File: src/rtl/k_energy_band_collector.sv
// Collects one FFT frame of per-bin energies, sums them into equal-width bands
// and emits the band totals as an AXI-Stream burst with tlast on the final band.
module k_energy_band_collector #(
  parameter int IN_WIDTH    = 40,
  parameter int FFT_NUM_PTS = 16,
  parameter int NUM_BANDS   = 4,
  parameter int OUT_WIDTH   = 48
) (
  input  logic                           clk,
  input  logic                           rst,
  input  logic [IN_WIDTH-1:0]            in_energy,
  input  logic                           in_valid,
  output logic [OUT_WIDTH-1:0]           m_axis_tdata,
  output logic                           m_axis_tvalid,
  input  logic                           m_axis_tready,
  output logic                           m_axis_tlast,
  output logic                           frame_overrun,
  output logic [$clog2(FFT_NUM_PTS)-1:0] bin_index
);

  localparam int BPB     = FFT_NUM_PTS / NUM_BANDS;
  localparam int BIN_W   = $clog2(FFT_NUM_PTS);
  localparam int BAND_SH = $clog2(BPB);
  localparam int PTR_W   = (NUM_BANDS > 1) ? $clog2(NUM_BANDS) : 1;

  if (FFT_NUM_PTS < 2 || (FFT_NUM_PTS & (FFT_NUM_PTS - 1)) != 0) begin : g_pts_check
    $error("FFT_NUM_PTS must be a power of 2 and at least 2");
  end
  if (NUM_BANDS < 1 || (NUM_BANDS & (NUM_BANDS - 1)) != 0 || NUM_BANDS > FFT_NUM_PTS) begin : g_band_check
    $error("NUM_BANDS must be a power of 2 dividing FFT_NUM_PTS");
  end
  if (OUT_WIDTH < IN_WIDTH + BAND_SH) begin : g_width_check
    $error("OUT_WIDTH too narrow for IN_WIDTH + log2(FFT_NUM_PTS/NUM_BANDS)");
  end

  typedef enum logic {S_IDLE, S_SEND} state_t;

  logic [BIN_W-1:0]     bin_cnt;
  logic [OUT_WIDTH-1:0] acc [NUM_BANDS];
  logic                 frame_done_q;
  logic [PTR_W-1:0]     cur_band;
  logic                 first_bin;
  logic                 last_bin;
  logic [OUT_WIDTH-1:0] in_ext;

  state_t               state;
  logic [PTR_W-1:0]     ptr;
  logic [PTR_W-1:0]     ptr_nxt;
  logic [OUT_WIDTH-1:0] obuf [NUM_BANDS];

  always_comb begin
    cur_band  = PTR_W'(bin_cnt >> BAND_SH);
    first_bin = (bin_cnt & BIN_W'(BPB - 1)) == '0;
    last_bin  = (bin_cnt == BIN_W'(FFT_NUM_PTS - 1));
    in_ext    = OUT_WIDTH'(in_energy);
    ptr_nxt   = ptr + 1'b1;
  end

  // Collect path runs regardless of the output FSM; frame_done_q marks the
  // handover cycle, when acc already holds the final bin of the frame.
  always_ff @(posedge clk or posedge rst) begin
    if (rst) begin
      bin_cnt      <= '0;
      frame_done_q <= 1'b0;
      for (int b = 0; b < NUM_BANDS; b++) acc[b] <= '0;
    end else begin
      frame_done_q <= in_valid && last_bin;
      if (in_valid) begin
        bin_cnt       <= last_bin ? '0 : bin_cnt + 1'b1;
        acc[cur_band] <= first_bin ? in_ext : acc[cur_band] + in_ext;
      end
    end
  end

  // Output FSM: a frame finishing while a burst is still in flight is dropped,
  // including when the final handshake lands on the handover cycle itself.
  always_ff @(posedge clk or posedge rst) begin
    if (rst) begin
      state         <= S_IDLE;
      ptr           <= '0;
      m_axis_tvalid <= 1'b0;
      m_axis_tlast  <= 1'b0;
      m_axis_tdata  <= '0;
      for (int b = 0; b < NUM_BANDS; b++) obuf[b] <= '0;
    end else begin
      case (state)
        S_IDLE: begin
          if (frame_done_q) begin
            for (int b = 0; b < NUM_BANDS; b++) obuf[b] <= acc[b];
            ptr           <= '0;
            state         <= S_SEND;
            m_axis_tvalid <= 1'b1;
            m_axis_tdata  <= acc[0];
            m_axis_tlast  <= (NUM_BANDS == 1);
          end
        end
        S_SEND: begin
          if (m_axis_tready) begin
            if (ptr == PTR_W'(NUM_BANDS - 1)) begin
              state         <= S_IDLE;
              ptr           <= '0;
              m_axis_tvalid <= 1'b0;
              m_axis_tlast  <= 1'b0;
              m_axis_tdata  <= '0;
            end else begin
              ptr          <= ptr_nxt;
              m_axis_tdata <= obuf[ptr_nxt];
              m_axis_tlast <= (ptr_nxt == PTR_W'(NUM_BANDS - 1));
            end
          end
        end
        default: state <= S_IDLE;
      endcase
    end
  end

  assign frame_overrun = frame_done_q && (state == S_SEND);
  assign bin_index     = bin_cnt;

endmodule

File: config.mk
export PLATFORM = sky130hd
export DESIGN_NAME = k_energy_band_collector
export DESIGN_NICKNAME = d
export VERILOG_FILES = /design/src/rtl/k_energy_band_collector.sv
export SDC_FILE = /design/constraint.sdc
export NUM_CORES = 1
export LEC_CHECK = 0
export CAP_MARGIN = 30
export CORE_ASPECT_RATIO = 0.5
export CORE_MARGIN = 4
export CORE_UTILIZATION = 61
export CTS_CLUSTER_DIAMETER = 50
export DETAILED_ROUTE_END_ITERATION = 8
export PLACE_DENSITY = 0.77
export SYNTH_ARGS = -nofsm -noshare
export SYNTH_HDL_FRONTEND = slang
export SYNTH_SLANG_ARGS = --single-unit
File: constraint.sdc
create_clock -name clk -period 18.8 [get_ports clk]
set_clock_uncertainty 0.1 [all_clocks]
set_input_delay 1.88 -clock clk [delete_from_list [all_inputs] [get_ports clk]]
set_output_delay 1.88 -clock clk [all_outputs]
set_load 0.1 [all_outputs]
==> impl_metrics.toml <==
[drt]
vias_per_cell = 6.192
ant_nets = 0
first_pass_iters = 8
drc = 0
vias = 17165
totalWireLength_um = 56810
drt_iter0_drc = 1929
wl_per_cell_um = 20.49

[placed_design]
port-buffer-count = 98
dp_hpwl_um = 35050
place_congestion = 0.9708
dpl_worst_slack_ns = 12.98

[floorplan]
die_h_um = 142.1
row_count = 48
die_area_um2 = 39230
initial_core_util_pct = 62.74
die_width_um = 276.1
ios = 99
core_um2 = 34950

[layout]
fin_nets = 2354
drive_above_1_share_pct = 10.42
n_fill_cell = 2606
layout_common_cells = "nand2_1, dfrtp_1, o21ai_0"
mostFrequentLayoutCell = "nand2_1"
syn2layout_area_growth_pct = 11.86

[clock_tree]
htreeDepth = 2
path_clk_slew_ns = 0.07
cts_hold_buf = 0
post_cts_buffers = 0
clock_path_buffers = 3
cts_buffers = 39
cts_root_buf = "clkbuf_16"
cts_tree = "yes"
insertion_delay_ns = 0.56
ctsResizeCount = 0
cts.sinks = 442

[critical_path]
cp-start-kind = "register"
critPathMaxFanout = 37
arrival_ns = 3.37
cp.required_ns = 16.82
crit_slowest_cell = "clkdlybuf4s50_1"
path_class = "register to output port"
crit_family = "buffers and inverters"
path_cells = "buf_4 -> clkdlybuf4s50_1"
cp_slowest_stage_delay_ns = 1.26
critPathBufInv = 2
crit_path_end_kind = "output port"

[synth]
synth_area_per_cell_um2 = 9.798
synth_area_leader_cell = "dfrtp_1"
syn_nets = 2327
synth_cell_types = 83
netlist_area_um2 = 21930
synth-main-ff-cell = "dfrtp_1"
synth_edf_count = 0
synth_area_leaders = "dfrtp_1, nand2_1, mux4_2"
yosysTopAreaCellShare_pct = 50.44
synth_seq_cells = 442
synthCells = 2238
async_flop_share_pct = 100.0
yosysWarnings = 0
seq_area_frac_synth_pct = 50.44

[sta]
slew_headroom_pct = 31.66
max_freq_ghz = 0.1868
setup_tns_ns = 0
fin_ws_ns = 13.45
drv_slew = 0
tightest_slew_ns = 1.025
rsz0062_at_grt = "no"
setup_viol = 0
timing.final.hold_violations = 0
period_needed_ns = 5.353
min_period_over_period_pct = 28.47

[job]
maxCapViolCount = 0

[global_route]
grt_max_degree = 102
grt_pass1_vias = 16938
grt_overflow = 0
grt_first_pass_wirelength_um = 92140
track_usage_pct = 29.31
antenna_found_initial = 3

[worst_hold_path]
hp-class = "register to register"

[power_and_ir_drop]
vdd_drop_max_mv = 0.1110
power_density_nw_per_um2 = 195.9
cellLeakagePower_nw = 11.94

[outcome]
status = "complete, no violations"
[cell families after synthesis]
kind of cell	share of synthesized area [%]
AND/OR/NAND/NOR	18.04
flip-flops	50.44
adder cells (fa/ha/maj)	2.602
multiplexers	11.21
XOR/XNOR	1.523
buffers and inverters	3.640
AO/OA/AOI/OAI	12.54
[per-stage QoR]
step | instances | hold slack, ns | utilization, % | power, W | cell area, um^2
after detailed placement | 2696 | 0.3564 | 66.39 | 0.003936 | 23200
after global placement | 2694 | 0.3520 | 66.33 | 0.003871 | 23190
final | 2772 | 0.3708 | 70.18 | 0.004806 | 24530
after global routing | 2772 | 0.3855 | 70.18 | 0.005120 | 24530
after floorplan | 2238 | 0.3404 | - | 0.003323 | 21930
after CTS | 2766 | 0.3656 | 70.04 | 0.004775 | 24480
[routing by layer]
metal  vias to the layer above  routed length (um)  global-route usage [%]
met1                      8548               24430                   42.71
met2                       707               26180                   46.19
met5                         -                   0                       0
li1                       7811                   -                       -
met3                        99                4946                   5.688
met4                         0                1248                   8.019
[Yosys cell counts, types with 3 or more instances]
master	count
nand2_1	786
dfrtp_1	442
o21ai_0	167
clkbuf_1	109
mux4_2	96
a21oi_1	80
nor2_1	73
inv_1	64
a222oi_1	48
ha_1	44
nand3_1	33
mux2i_1	24
buf_1	21
xnor2_1	20
a22o_1	15
xor2_1	15
nor3_1	14
a31oi_1	11
a21o_1	10
a32oi_1	8
buf_2	8
o21ai_1	8
or4_1	8
nand2b_1	7
o21a_1	6
a211oi_1	5
a21boi_0	5
a221oi_1	5
mux2_2	5
nand4_1	5
nor2b_1	5
o31ai_1	5
or3_1	5
a21oi_2	4
and2_1	4
nor4_1	4
o31a_1	4
o31ai_2	4
a21oi_4	3
and3_1	3
and3b_1	3
nor3b_1	3
[state kept, by name, indices dropped and copies added, names as in the netlist]
register / flops
obuf: 192
m_axis_tdata: 48
ptr: 2
state: 1
m_axis_tvalid: 1
frame_done_q: 1
bin_index: 4
acc: 192
m_axis_tlast: 1
[power breakdown]
group          internal [W]  switching [W]  total (W)
clock network      0.000455       0.000365   0.000820
registers           0.00130       0.000295    0.00159
logic              0.000880        0.00151    0.00239
total               0.00263        0.00217    0.00481
[cell type report]
cell class	count	area [um^2]	share of cell area (%)
timing repair buffer	127	1222	4.983
multi-input combinational	1591	10110	41.23
sequential	442	11070	45.13
antenna	3	7.507	0.03060
tap	475	594.3	2.423
clock buffer	55	1106	4.509
clock inverter	15	168.9	0.6886
inverter	64	247.7	1.010
[path summary, 6_finish.rpt]
check / from / endpoint / slack, ns / cells after the start
worst min register to register: obuf[160] / obuf[160] / 0.37 / 2
worst min-delay path: obuf[160] / obuf[160] / 0.37 / 2
min in group asynchronous: rst / obuf[187] / 1.74 / 2
worst max-delay path: bin_index[2] / bin_index[2] / 13.45 / 2
worst max register to register: bin_index[2] / acc[88] / 13.53 / 13
max in group asynchronous: rst / obuf[77] / 14.20 / 6
[worst reg2reg max path: cells and delay by family (launching register included)]
family	cells	cell delay, ns
flops	1	0.83
xor+xnor	1	0.19
compound gates	5	1.90
fa+ha+maj	2	0.45
mux	1	0.61
simple gates	2	0.32
buf+inv	2	0.77
Note: power is estimated with default switching activity, not from simulation.
